<file path="src/rtl/ibex_clic_pkg.sv">
// ibex_clic_pkg: shared FSM state type and bus widths for the CLIC controller
package ibex_clic_pkg;
   localparam int unsigned ClicIdWidth   = 12;
   localparam int unsigned ClicPrioWidth = 8;
   typedef enum logic [1:0] {
      IDLE,
      PRESENT,
      WAIT_CLAIM
   } clic_ctrl_state_e;
endpackage

</file>
<file path="src/rtl/ibex_clic_prio_tree.sv">
// ibex_clic_prio_tree: combinational max-priority tree over eligible sources
//   elig_i  - eligible vector
//   prio_i  - per-source priority
//   valid_o - any source eligible
//   idx_o   - winning index (lowest index on ties)
//   prio_o  - winning priority
module ibex_clic_prio_tree
   import ibex_clic_pkg::*;
#(
   parameter int unsigned NumSrc  = 16,
   parameter int unsigned SrcIdxW = $clog2(NumSrc)
) (
   input  logic [NumSrc-1:0]                    elig_i,
   input  logic [NumSrc-1:0][ClicPrioWidth-1:0] prio_i,
   output logic                                 valid_o,
   output logic [SrcIdxW-1:0]                   idx_o,
   output logic [ClicPrioWidth-1:0]             prio_o
);
   localparam int unsigned N2    = 1 << SrcIdxW;
   localparam int unsigned Nodes = 2 * N2 - 1;
   // Heap layout: node k has children 2k+1 (lower indices) and 2k+2, leaves at N2-1+i
   logic                     v  [Nodes];
   logic [ClicPrioWidth-1:0] p  [Nodes];
   logic [SrcIdxW-1:0]       ix [Nodes];
   logic                     l;
   always_comb begin
      l = 1'b0;
      for (int n = 0; n < Nodes; n++) begin
         v[n]  = 1'b0;
         p[n]  = '0;
         ix[n] = '0;
      end
      for (int i = 0; i < NumSrc; i++) begin
         v[N2-1+i]  = elig_i[i];
         p[N2-1+i]  = prio_i[i];
         ix[N2-1+i] = SrcIdxW'(i);
      end
      for (int k = N2 - 2; k >= 0; k--) begin
         // left subtree holds lower indices, so it wins on equal priority
         l     = v[2*k+1] & (~v[2*k+2] | (p[2*k+1] >= p[2*k+2]));
         v[k]  = v[2*k+1] | v[2*k+2];
         p[k]  = l ? p[2*k+1]  : p[2*k+2];
         ix[k] = l ? ix[2*k+1] : ix[2*k+2];
      end
   end
   assign valid_o = v[0];
   assign idx_o   = ix[0];
   assign prio_o  = p[0];
endmodule

</file>
<file path="src/rtl/ibex_clic_ctrl.sv">
// ibex_clic_ctrl: edge-triggered interrupt sources arbitrated onto the CLIC irq bus
//   irq_src_i           - level sources, rising edge sets pending
//   cfg_*_i             - per-source enable/priority write and pending clear
//   clic_threshold_i    - present only sources with prio above this
//   clic_claim_i        - core-side claim pulse, honoured only in WAIT_CLAIM
//   clic_irq_*_o        - presented request, id and priority
//   pending_o           - pending vector
//   claim_timeout_o     - sticky claim timeout flag
module ibex_clic_ctrl
   import ibex_clic_pkg::*;
#(
   parameter int unsigned NumSrc       = 16,
   parameter int unsigned ClaimTimeout = 15,
   parameter int unsigned SrcIdxW      = $clog2(NumSrc)
) (
   input  logic                     clk_i,
   input  logic                     rst_ni,
   input  logic [NumSrc-1:0]        irq_src_i,
   input  logic                     cfg_we_i,
   input  logic                     cfg_clr_i,
   input  logic [SrcIdxW-1:0]       cfg_idx_i,
   input  logic                     cfg_ie_i,
   input  logic [ClicPrioWidth-1:0] cfg_prio_i,
   input  logic [ClicPrioWidth-1:0] clic_threshold_i,
   input  logic                     clic_claim_i,
   output logic                     clic_irq_o,
   output logic [ClicIdWidth-1:0]   clic_irq_id_o,
   output logic [ClicPrioWidth-1:0] clic_irq_priority_o,
   output logic [NumSrc-1:0]        pending_o,
   output logic                     claim_timeout_o
);
   localparam int unsigned TmrW = $clog2(ClaimTimeout + 1);
   logic [NumSrc-1:0]                    prev_q, pending_q, pending_d, ie_q, clr_mask, elig;
   logic [NumSrc-1:0][ClicPrioWidth-1:0] prio_q;
   logic                                 cfg_ok, win_valid, irq_q, timeout_q;
   logic [SrcIdxW-1:0]                   win_idx, cur_q;
   logic [ClicPrioWidth-1:0]             win_prio, cur_prio_q;
   logic [TmrW-1:0]                      timer_q;
   clic_ctrl_state_e                     state_q;

   assign cfg_ok = 32'(cfg_idx_i) < NumSrc;

   // a rising edge wins over a same-cycle clear
   always_comb begin
      clr_mask  = (cfg_clr_i && cfg_ok) ? (NumSrc'(1) << cfg_idx_i) : '0;
      pending_d = (pending_q & ~clr_mask) | (irq_src_i & ~prev_q);
      for (int i = 0; i < NumSrc; i++) elig[i] = pending_q[i] & ie_q[i] & (prio_q[i] > clic_threshold_i);
   end

   ibex_clic_prio_tree #(.NumSrc(NumSrc), .SrcIdxW(SrcIdxW)) u_tree (
      .elig_i  (elig),
      .prio_i  (prio_q),
      .valid_o (win_valid),
      .idx_o   (win_idx),
      .prio_o  (win_prio)
   );

   always_ff @(posedge clk_i or negedge rst_ni) begin
      if (!rst_ni) begin
         prev_q    <= '0;
         pending_q <= '0;
         ie_q      <= '0;
         prio_q    <= '0;
      end else begin
         prev_q    <= irq_src_i;
         pending_q <= pending_d;
         if (cfg_we_i && cfg_ok) begin
            ie_q[cfg_idx_i]   <= cfg_ie_i;
            prio_q[cfg_idx_i] <= cfg_prio_i;
         end
      end
   end

   always_ff @(posedge clk_i or negedge rst_ni) begin
      if (!rst_ni) begin
         state_q    <= IDLE;
         irq_q      <= 1'b0;
         cur_q      <= '0;
         cur_prio_q <= '0;
         timer_q    <= '0;
         timeout_q  <= 1'b0;
      end else begin
         case (state_q)
            IDLE: if (win_valid) begin
               cur_q      <= win_idx;
               cur_prio_q <= win_prio;
               irq_q      <= 1'b1;
               state_q    <= PRESENT;
            end
            // only loss of pending/enable on the latched source drops the request
            PRESENT: if (!pending_q[cur_q] || !ie_q[cur_q]) begin
               irq_q   <= 1'b0;
               timer_q <= TmrW'(ClaimTimeout);
               state_q <= WAIT_CLAIM;
            end
            WAIT_CLAIM: begin
               if (clic_claim_i) state_q <= IDLE;
               else if (timer_q == '0) begin
                  timeout_q <= 1'b1;
                  state_q   <= IDLE;
               end else timer_q <= timer_q - 1'b1;
            end
            default: state_q <= IDLE;
         endcase
      end
   end

   assign clic_irq_o          = irq_q;
   assign clic_irq_id_o       = ClicIdWidth'(cur_q);
   assign clic_irq_priority_o = cur_prio_q;
   assign pending_o           = pending_q;
   assign claim_timeout_o     = timeout_q;
endmodule

</file>
<file path="config.mk">
export PLATFORM = sky130hd
export DESIGN_NAME = ibex_clic_ctrl
export DESIGN_NICKNAME = d
export VERILOG_FILES = /design/src/rtl/ibex_clic_pkg.sv /design/src/rtl/ibex_clic_prio_tree.sv /design/src/rtl/ibex_clic_ctrl.sv
export SDC_FILE = /design/constraint.sdc
export NUM_CORES = 1
export LEC_CHECK = 0
export ABC_AREA = 1
export CORE_AREA = 2 2 199 201
export DETAILED_ROUTE_END_ITERATION = 7
export DIE_AREA = 0 0 201 203
export SETUP_SLACK_MARGIN = 0.2
export SLEW_MARGIN = 20
export SYNTH_ARGS = -nofsm -noshare
export SYNTH_HDL_FRONTEND = slang
export SYNTH_HIERARCHICAL = 1
export SYNTH_SLANG_ARGS = --single-unit
</file>
<file path="constraint.sdc">
create_clock -name clk_i -period 6.95 [get_ports clk_i]
set_input_delay 0.695 -clock clk_i [delete_from_list [all_inputs] [get_ports clk_i]]
set_output_delay 0.695 -clock clk_i [all_outputs]
set_load 0.1 [all_outputs]
</file>
==> results.cfg <==
[status]
status = complete, no violations

[placement]
placed_area_sq_um = 18200
dp_hpwl_mm = 37.8
io_buffers = 71
gp_congestion = 0.897
dp_slack_ns = -0.970

[logic_synthesis]
ys_warn_count = 6
ys_ff_latch = 196
yosys_most_used_dff = dfrtp_1
yosysTopAreaCellShare_pct = 32.0
synth_cell_types = 48
synth_fa_ha_area_share_pct = 20.2
synthMuxAreaShare_pct = 0.588
synth-edff-count = 0
synth_top_family_by_area = simple AND/OR/NAND/NOR gates
ys_seq_area_share_pct = 32.0
synth_area_leader_cell = dfrtp_1
synth_compound_area_share_pct = 15.3
syn_area_sq_um = 15300
ys_async_sr_fraction_pct = 100
yosys.area_share.simple_pct = 23.7
synth_xor_area_share_pct = 0
ys_top_cells_by_area = dfrtp_1 32%, ha_1 20%, nand2_1 12%
syn_area_per_cell_sq_um = 7.71
synth_cells = 1985

[critical_path]
crit_type = input pin to flop
critPathLaunchType = input pin
crit_fanout = 10
endpoint_kind = flop
max_stage_delay_ns = 0.37
cpMostUsedCell = nand2_2
arrival_ns = 6.79
crit_slowest_cell = o21ai_0
critPathRequiredTime_ns = 7.30

[timing]
hold_viol_final = 0
worst-slew-pin-transition_ns = 1.16
setup_violations = 0
finalCriticalPeriod_ns = 6.44
rsz0062_at_grt = no
drv_slew = 0
setup_tns_ns = 0
final.setup_skew_ns = 0.0192
maxSlewHeadroom_pct = 22.1
finalWorstSetupSlack_ns = 0.511
max_freq_mhz = 155
fin_crit_sh_pct = 92.6

[route]
via_per_inst = 5.30
drc = 0
wl_per_cell_microns = 18.3
wirelength_mm = 52.4
drt_iter0_drc = 1048
drtPass1Iterations = 5
postRouteAntennaNets = 0
vias = 15100

[finish]
design_area_sq_um = 21000
synthToLayoutAreaGrowth_pct = 37.0
fin_nets = 2616
drive_gt1_share_pct = 28.7
n_antenna_cell = 0

[clocking]
ctsHoldBuffers = 0
clockBufferDepth = 2
numClockSinks = 196
root_buffer = clkbuf_16
htreeDepth = 4
clkLatencyLatePin_ns = 0.48
cts_buffers = 17
cts_tree = built
clkTransAtPathRegs_ns = 0.07

[global_routing]
track_usage_pct = 25.0
grt_max_degree = 89
grt_pass1_vias = 14300
grt_antenna_before_repair = 0
grt_pass1_wl_mm = 78.8
grt_overflow = 0

[pwr]
p_leak_uw = 0.0104
peakVddDrop_mv = 0.216
p_per_area_nw_per_um2 = 341
finalPower_uw = 7160

[die]
chipWidth_microns = 201
dieArea_sq_um = 40800
rows = 72
core_sq_um = 38500
die_h_microns = 203
pin_count = 80
start_util_pct = 39.8

[min_path]
min_path_type = input pin to asynchronous set/reset pin

[flow_run]
maxCapViolCount = 0
worst max-delay path, delay by kind of cell:
| kind | cells | cell delay [ns] |
|---|---|---|
| AOI/OAI and AO/OA | 7 | 1.38 |
| and+or+nand+nor | 23 | 2.36 |
| adders and majority gates | 4 | 1.07 |
| muxes | 1 | 0.25 |
| buffers and inverters | 10 | 1.05 |
power breakdown:
group / switching (uW) / leakage [uW] / internal, uW
registers: 272 / 0.00240 / 1380
clock network: 508 / 0.000298 / 553
logic: 2470 / 0.00769 / 1980
cell type report:
cell class	instances	area [sq um]
Clock inverter	13	158
Inverter	241	926
Sequential cell	196	4900
Clock buffer	19	443
Tap cell	518	648
Multi-Input combinational cell	1506	10600
Timing Repair inverter	3	18.8
Timing Repair Buffer	362	3310
Fill cell	3563	17500
timing repair:
item                                    CTS  global route
resized for setup                        72           301
setup buffers                             9            47
cloned                                    3             8
endpoints found under the setup margin   12            12
pin swaps                                12           118
cell usage after synthesis, types with 2 or more instances:
library cell / instances
and2_1: 22
nand2_2: 33
mux2_2: 8
a211oi_1: 7
nor2_2: 5
inv_2: 6
clkbuf_1: 14
a21oi_1: 123
clkbuf_2: 7
o21a_1: 8
o21bai_1: 5
dfrtp_1: 196
o21ai_0: 211
o211ai_1: 6
o21ai_1: 24
buf_4: 10
o21ai_2: 27
nand3b_1: 6
nand3_2: 16
inv_1: 234
ha_1: 247
buf_6: 8
nor2_1: 94
nor2_4: 2
nand4_1: 30
or2_1: 7
nor3_1: 12
a21oi_2: 2
nand2_4: 4
buf_2: 13
nand3_1: 95
or2_2: 5
nand2_1: 483
per-stage QoR:
step | cells | hold slack, ns | util (%)
floorplan | 1992 | 0.399 | -
global placement | 2759 | 0.404 | 47.4
detailed placement | 2759 | 0.410 | 47.4
CTS | 2803 | 0.319 | 49.7
global route | 2858 | 0.338 | 54.5
finish | 2858 | 0.257 | 54.5
logic make-up (layout without fill, tap and decap cells):
logic type,count (synthesis),in the layout
flops,196,196
fa+ha+maj,247,247
buf+inv,295,638
compound gates,423,423
other cells,1,8
mux,8,8
simple gates,815,820
path summary, 6_finish.rpt:
kind                                           from                      to  slack (ns)  cells past startpoint
min in group clk_i                       prev_q[10]           pending_o[10]        0.42                      1
max in group asynchronous                    rst_ni              prio_q[92]        5.38                      2
worst max register to register          prio_q[121]  clic_irq_priority_o[5]        0.66                     41
worst min register to register           prev_q[10]           pending_o[10]        0.42                      1
worst min-delay path                         rst_ni            pending_o[3]        0.26                      1
worst max-delay path            clic_threshold_i[1]  clic_irq_priority_o[5]        0.51                     45
per-layer routing:
layer | up-vias | share of wire [%] | GRT usage (%)
met5 | - | 0 | 0
li1 | 7325 | - | -
met4 | 0 | 3.3 | 9.74
met2 | 450 | 47 | 41.1
met1 | 7254 | 44 | 32.8
met3 | 109 | 5.3 | 4.32
placed cells by master, fill, tap and decap left out, drive strengths merged:
cell type / instances
nand2: 526
buf: 288
o21ai: 263
ha: 247
inv: 245
dfrtp: 196
a21oi: 125
nand3: 111
nor2: 101
clkdlybuf4s50: 62
nand4: 30
clkbuf: 25
and2: 22
nor3: 12
or2: 12
o21a: 8
mux2: 8
conb: 8
clkinv: 8
a211oi: 7
o211ai: 6
nand3b: 6
o21bai: 5
dlymetal6s2s: 5
bufinv: 2
clkinvlp: 2
o2111ai: 2
a2111oi: 2
a221oi: 1
a31o: 1
a21boi: 1
clkdlybuf4s15: 1
a41oi: 1
o311ai: 1
flip-flops by register name (all words and copies together) (netlist names):
name,count
clic_irq_priority_o,8
prio_q,128
timer_q,4
claim_timeout_o,1
pending_o,16
state_q,2
ie_q,16
cur_q,4
clic_irq_o,1
prev_q,16
(Power assumes the default switching activity.)
